--- src/rtl/fp16_pkg.sv ---
// ---------------------------------------------------------------------------
// fp16_pkg
// Shared definitions for the half-precision multiplier slice:
//   - FP16 field widths and bit positions ({sign, exp[5], mantissa[10]})
//   - widened exponent arithmetic constants used by the datapath
//   - controller FSM state encoding
// ---------------------------------------------------------------------------
package fp16_pkg;

   localparam int EXP_W    = 5;
   localparam int MAN_W    = 10;
   localparam int W        = 16;

   localparam int SIGN_BIT = 15;
   localparam int EXP_MSB  = 14;
   localparam int EXP_LSB  = 10;
   localparam int MAN_MSB  = 9;
   localparam int MAN_LSB  = 0;

   // Product of two {1.mantissa} significands.
   localparam int PROD_W   = 2 * (MAN_W + 1);

   // Exponent sums are formed two bits wider so a negative biased result
   // shows up in the top bit instead of wrapping into a valid exponent.
   localparam int EXP_X_W  = EXP_W + 2;
   localparam logic [EXP_X_W-1:0] EXP_BIAS = 7'd15;
   localparam logic [EXP_X_W-1:0] EXP_MAX  = 7'd31;

   typedef enum logic [1:0] {
      IDLE = 2'd0,
      EXEC = 2'd1,
      RESP = 2'd2
   } state_e;

endpackage

--- src/rtl/fmul_share_ctrl_fmul.sv ---
// ---------------------------------------------------------------------------
// FMul_HalfPrecision
// Purely combinational FP16 multiplier datapath. Zero/denormal operands
// (exponent field 0) give a zero product. The significand product is
// truncated; out-of-range exponents raise a flag and saturate to infinity
// (overflow) or flush to zero (underflow).
// Ports:
//   a, b       in  16 : FP16 operands
//   sign       out 1  : product sign
//   exponent   out 5  : biased product exponent
//   mantissa   out 10 : product mantissa (truncated)
//   overflow   out 1  : biased exponent above the representable range
//   underflow  out 1  : biased exponent at or below zero
// ---------------------------------------------------------------------------
module FMul_HalfPrecision
   import fp16_pkg::*;
(
   input  logic [W-1:0]     a,
   input  logic [W-1:0]     b,
   output logic             sign,
   output logic [EXP_W-1:0] exponent,
   output logic [MAN_W-1:0] mantissa,
   output logic             overflow,
   output logic             underflow
);

   logic [EXP_W-1:0]   exp_a;
   logic [EXP_W-1:0]   exp_b;
   logic [MAN_W:0]     sig_a;
   logic [MAN_W:0]     sig_b;
   logic [PROD_W-1:0]  prod;
   logic [EXP_X_W-1:0] exp_sum;
   logic               zero_in;
   logic               prod_lo_unused;

   assign exp_a   = a[EXP_MSB:EXP_LSB];
   assign exp_b   = b[EXP_MSB:EXP_LSB];
   assign sig_a   = {1'b1, a[MAN_MSB:MAN_LSB]};
   assign sig_b   = {1'b1, b[MAN_MSB:MAN_LSB]};
   assign prod    = {{(MAN_W+1){1'b0}}, sig_a} * {{(MAN_W+1){1'b0}}, sig_b};
   assign zero_in = (exp_a == '0) | (exp_b == '0);

   // A product of two 1.x significands lies in [1,4); the top bit selects
   // whether the exponent gets the extra +1 from normalisation.
   assign exp_sum = {2'b00, exp_a} + {2'b00, exp_b}
                  + {{(EXP_X_W-1){1'b0}}, prod[PROD_W-1]} - EXP_BIAS;

   // Bits below the kept mantissa are dropped: the datapath truncates.
   assign prod_lo_unused = |prod[MAN_W-1:0];

   // Classify the exponent and select the normalised mantissa window.
   always_comb begin
      sign      = a[SIGN_BIT] ^ b[SIGN_BIT];
      exponent  = '0;
      mantissa  = '0;
      overflow  = 1'b0;
      underflow = 1'b0;
      if (!zero_in) begin
         if (exp_sum[EXP_X_W-1] || (exp_sum == '0)) begin
            underflow = 1'b1;
         end else if (exp_sum >= EXP_MAX) begin
            overflow = 1'b1;
            exponent = '1;
         end else begin
            exponent = exp_sum[EXP_W-1:0];
            mantissa = prod[PROD_W-1] ? prod[PROD_W-2 -: MAN_W]
                                      : prod[PROD_W-3 -: MAN_W];
         end
      end
   end

endmodule

--- src/rtl/fmul_share_ctrl.sv ---
// ---------------------------------------------------------------------------
// fmul_share_ctrl
// Shares one FMul_HalfPrecision datapath between two requesters. One
// operand pair is accepted at a time (round-robin on contention), held in
// operand registers for one EXEC cycle, and the product plus flags are
// captured into a response register returned on a tagged response channel.
// Ports:
//   clk, rst_n                   : clock, async active-low reset
//   reqN_valid / reqN_ready      : per-requester handshake (N = 0, 1)
//   reqN_a, reqN_b          16   : FP16 operands
//   rsp_valid / rsp_ready        : response handshake
//   rsp_id                  1    : requester the response belongs to
//   rsp_result              16   : FP16 product
//   rsp_overflow/underflow  1    : datapath exponent flags
//   busy                    1    : controller not in IDLE
// Parameter RR_INIT selects who wins the first contested arbitration.
// ---------------------------------------------------------------------------
module fmul_share_ctrl
   import fp16_pkg::*;
#(
   parameter logic RR_INIT = 1'b0
) (
   input  logic         clk,
   input  logic         rst_n,
   input  logic         req0_valid,
   output logic         req0_ready,
   input  logic [15:0]  req0_a,
   input  logic [15:0]  req0_b,
   input  logic         req1_valid,
   output logic         req1_ready,
   input  logic [15:0]  req1_a,
   input  logic [15:0]  req1_b,
   output logic         rsp_valid,
   input  logic         rsp_ready,
   output logic         rsp_id,
   output logic [15:0]  rsp_result,
   output logic         rsp_overflow,
   output logic         rsp_underflow,
   output logic         busy
);

   state_e           state_q, state_d;
   logic             prio_q, prio_d;
   logic [W-1:0]     op_a_q, op_a_d;
   logic [W-1:0]     op_b_q, op_b_d;
   logic             id_q, id_d;
   logic [W-1:0]     res_q, res_d;
   logic             ovf_q, ovf_d;
   logic             unf_q, unf_d;
   logic             rid_q, rid_d;
   logic             grant0;
   logic             grant1;

   logic             dp_sign;
   logic [EXP_W-1:0] dp_exp;
   logic [MAN_W-1:0] dp_man;
   logic             dp_ovf;
   logic             dp_unf;

   // The datapath only ever sees the registered operands, so requester
   // inputs may change freely once their handshake has completed.
   FMul_HalfPrecision u_fmul (
      .a         (op_a_q),
      .b         (op_b_q),
      .sign      (dp_sign),
      .exponent  (dp_exp),
      .mantissa  (dp_man),
      .overflow  (dp_ovf),
      .underflow (dp_unf)
   );

   // Arbitration, FSM next state and register updates. A grant only exists
   // in IDLE and already implies valid, so ready == grant is the handshake.
   // prio flips to the other requester on every handshake, which lets a
   // lone requester be served repeatedly while a waiting one still wins
   // the next contested cycle.
   always_comb begin
      state_d = state_q;
      prio_d  = prio_q;
      op_a_d  = op_a_q;
      op_b_d  = op_b_q;
      id_d    = id_q;
      res_d   = res_q;
      ovf_d   = ovf_q;
      unf_d   = unf_q;
      rid_d   = rid_q;
      grant0  = 1'b0;
      grant1  = 1'b0;
      case (state_q)
         IDLE: begin
            grant0 = req0_valid & (!req1_valid | (prio_q == 1'b0));
            grant1 = req1_valid & (!req0_valid | (prio_q == 1'b1));
            if (grant0) begin
               op_a_d  = req0_a;
               op_b_d  = req0_b;
               id_d    = 1'b0;
               prio_d  = 1'b1;
               state_d = EXEC;
            end else if (grant1) begin
               op_a_d  = req1_a;
               op_b_d  = req1_b;
               id_d    = 1'b1;
               prio_d  = 1'b0;
               state_d = EXEC;
            end
         end
         EXEC: begin
            res_d   = {dp_sign, dp_exp, dp_man};
            ovf_d   = dp_ovf;
            unf_d   = dp_unf;
            rid_d   = id_q;
            state_d = RESP;
         end
         RESP: begin
            if (rsp_ready) begin
               state_d = IDLE;
            end
         end
         default: begin
            state_d = IDLE;
         end
      endcase
   end

   // State and data registers. Reset drops any in-flight operation and
   // clears the response register so nothing stale can be presented.
   always_ff @(posedge clk or negedge rst_n) begin
      if (!rst_n) begin
         state_q <= IDLE;
         prio_q  <= RR_INIT;
         op_a_q  <= '0;
         op_b_q  <= '0;
         id_q    <= 1'b0;
         res_q   <= '0;
         ovf_q   <= 1'b0;
         unf_q   <= 1'b0;
         rid_q   <= 1'b0;
      end else begin
         state_q <= state_d;
         prio_q  <= prio_d;
         op_a_q  <= op_a_d;
         op_b_q  <= op_b_d;
         id_q    <= id_d;
         res_q   <= res_d;
         ovf_q   <= ovf_d;
         unf_q   <= unf_d;
         rid_q   <= rid_d;
      end
   end

   assign req0_ready    = grant0;
   assign req1_ready    = grant1;
   assign rsp_valid     = (state_q == RESP);
   assign rsp_id        = rid_q;
   assign rsp_result    = res_q;
   assign rsp_overflow  = ovf_q;
   assign rsp_underflow = unf_q;
   assign busy          = (state_q != IDLE);

endmodule

--- config.mk ---
export PLATFORM = sky130hd
export DESIGN_NAME = fmul_share_ctrl
export DESIGN_NICKNAME = d
export VERILOG_FILES = /design/src/rtl/fp16_pkg.sv /design/src/rtl/fmul_share_ctrl_fmul.sv /design/src/rtl/fmul_share_ctrl.sv
export SDC_FILE = /design/constraint.sdc
export NUM_CORES = 1
export LEC_CHECK = 0
export ABC_AREA = 1
export CAP_MARGIN = 20
export CORE_MARGIN = 5
export CORE_UTILIZATION = 30
export DETAILED_ROUTE_END_ITERATION = 10
export DONT_BUFFER_PORTS = 1
export SYNTH_ARGS = -nofsm -noshare
export SYNTH_HDL_FRONTEND = slang
export SYNTH_HIERARCHICAL = 1
export SYNTH_SLANG_ARGS = --single-unit
export TNS_END_PERCENT = 100
--- constraint.sdc ---
create_clock -name clk -period 7.8 [get_ports clk]
set_input_delay 1.56 -clock clk [delete_from_list [all_inputs] [get_ports clk]]
set_output_delay 1.56 -clock clk [all_outputs]
set_load 0.05 [all_outputs]
==> out/summary.txt <==
Status - completed
DR WL/cell - 13.33 um
Die area - 0.02810 mm2
Top delay family on crit path - adder cells
Routed WL - 17.33 mm
Area contributors post-synth - fa_1 21%, dfrtp_1 18%, nand2_1 15%
Critical path fanouts, max - 12
Req. time, crit path - 7990 ps
Type of destination of the critical path - flip-flop
Total core area - 0.02439 mm2
Post-layout min period - 7110 ps
Initial Util - 0.3056
Max-cap violations - 0
Total grt overflow - 0
CTS H-tree lvls - 2
Routability cong. - 0.8428
I/O Pins - 92
CTS Root Cell - clkbuf_16
CTS max path bufs - 2
Hold Slack - 489.2 ps
Clk sink count - 55
Commonest cells after routing, fill and taps aside - 298 x nand2_1, 223 x inv_1, 80 x fa_1, 78 x nand3_1, 65 x ha_1
CP Buf/Inv Count - 6
Post-route core utilization - 0.3192
Yosys reg bits - 55
Leading area contributor after synthesis - fa_1
Worst-path clk slew - 70 ps
Total number of vias - 6073
Slew Limit Fails - 0
Yosys warns - 6
Die Span Y - 167.6 um
Critical Path Source Type - flip-flop
Synth unique cells - 41
DPL Wire Length - 14.23 mm
Register area share after synthesis - 0.1847
Finish-stage setup viols - 0
Crit-path slowest cell - dfrtp_1
First-pass GRT wire length - 30.51 mm
Setup CP Type - reg2reg
Slew margin rel. - 0.3115
Fmax - 140.7 MHz
Commonest non-fill, non-tap cell in the layout - nand2_1
Syn nets - 1223
Most common cell type on the critical path - nand2_1
Hold Fails Final Rpt - 0
1st-pass router iterations - 7
Vias in the first global route - 6473
IO buf count - 0
Worst Hold Class - reg2reg
Layout cells sized above 1 - 0.04713
Fin Setup TNS - 0 ps
1st-iter DRT viols - 319
Crit share post-route - 0.9115
Gr usage total - 0.1285
Final non-filler cell total - 1300
Final setup skew - 6.666 ps
Vias per inst - 4.672
Row Count - 57
Die Width - 167.6 um
Postcts setup bufs - 0
Placed Cells - 1292
Post-Synthesis Cells - 1009
Arrival @ worst endpoint - 7300 ps
Syn Std Cell Area - 0.007453 mm2
Final nets - 1189
Syn avg cell area - 7.387 um2
Diode count - 0
Crit path largest cell delay - 650 ps
Initial antenna violation count - 0
DRC violations left - 0
CTS tree - built
Worst Tran Pin Value - 1029 ps
RSZ-0062 raised after global routing - no
Largest net degree at the start of global routing - 56
P&R area growth vs syn - 4.465%
Clock latency on the worst-skew pair - 300 ps
TritonCTS buffer count - 5
Share of the synthesized area in the top cell type - 0.2149
Final ANT Viol Nets - 0
==> path summary, 6_finish.rpt <==
path | start | endpoint | slack (ps) | cells past startpoint
max in group asynchronous | rst_n | op_b_q[8] | 6740 | 0
setup / recovery | op_b_q[9] | rsp_result[12] | 690 | 35
hold / removal | op_b_q[14] | op_b_q[14] | 490 | 2
hold reg to reg | op_b_q[14] | op_b_q[14] | 490 | 2
min in group asynchronous | rst_n | rsp_result[14] | 950 | 0
setup reg to reg | op_b_q[9] | rsp_result[12] | 690 | 35
==> tightest hold or removal path: stages, from the launching register on <==
cell and delay (ps):
dfrtp_1 350, nand2_1 60, nand2_1 60
==> per-stage QoR <==
step / setup slack, ps / area, um2
finish: 690.2 / 7786
global route: 12.29 / 7786
CTS: 485.1 / 7767
detailed placement: 510.3 / 7619
global placement: 696.7 / 7619
floorplan: 1190 / 7453
==> timing repair <==
action	CTS	global route
hold endpoints to repair	0	0
hold buffers	0	0
gates resized for setup	0	15
endpoints found under the setup margin	0	17
==> cells in the mapped netlist <==
| master | instances |
|---|---|
| o21ai_1 | 4 |
| o211ai_1 | 1 |
| or2_1 | 1 |
| fa_1 | 80 |
| ha_1 | 65 |
| o21bai_1 | 2 |
| nor2_2 | 1 |
| dfrtp_1 | 55 |
| nor2_8 | 1 |
| nor3b_2 | 1 |
| nor3_2 | 1 |
| buf_6 | 6 |
| xor2_1 | 8 |
| xnor2_1 | 2 |
| nand3b_1 | 26 |
| a21oi_2 | 1 |
| nor2_1 | 36 |
| a31oi_1 | 1 |
| nor3_1 | 2 |
| nand3_2 | 2 |
| a21oi_4 | 1 |
| nand2_4 | 1 |
| a31o_2 | 1 |
| o21ai_0 | 9 |
| nand4_1 | 22 |
| clkbuf_1 | 16 |
| nand4_4 | 1 |
| nand2_2 | 6 |
| and2_1 | 1 |
| a21oi_1 | 24 |
| o21ai_4 | 1 |
| nor2_4 | 2 |
| nand2_1 | 298 |
| buf_4 | 9 |
| o21a_1 | 1 |
| inv_1 | 223 |
| nand3_1 | 78 |
| a21o_1 | 3 |
| a21o_2 | 1 |
| buf_2 | 12 |
| nor4_1 | 3 |
==> kinds of logic after synthesis <==
kind of cell	after synthesis	share of synthesized area
simple gates	483	0.2924
xor+xnor	10	0.01175
compound gates	50	0.04063
buf+inv	266	0.1465
fa+ha+maj	145	0.3240
flops	55	0.1847
==> metal layers <==
| layer | global-route usage | vias up | part of all wire |
|---|---|---|---|
| met5 | 0 | - | 0 |
| met4 | 0.03917 | 0 | 0.022 |
| met3 | 0.01697 | 22 | 0.037 |
| met2 | 0.2342 | 138 | 0.51 |
| met1 | 0.1577 | 2920 | 0.43 |
| li1 | - | 2993 | - |
==> state kept, by name, summed over array words and instances (netlist names) <==
name and count:
op_b_q 16, state_q 2, op_a_q 16, id_q 1, rsp_underflow 1, rsp_overflow 1, rsp_id 1, rsp_result 16
prio_q 1
==> area by class of cell <==
| class | count | area, um2 |
|---|---|---|
| fillers | 2674 | 16600 |
| flip-flops and latches | 55 | 1395 |
| repair buffers | 2 | 15.01 |
| well taps | 324 | 405.4 |
| inverters | 223 | 837.1 |
| multi-input cells | 688 | 4985 |
| clock buffers | 5 | 125.1 |
| clock inverters | 3 | 23.77 |
Power is left out: the tool's default activity adds up to more than one toggle a clock period on the data nets, which glitch-free logic cannot reach.
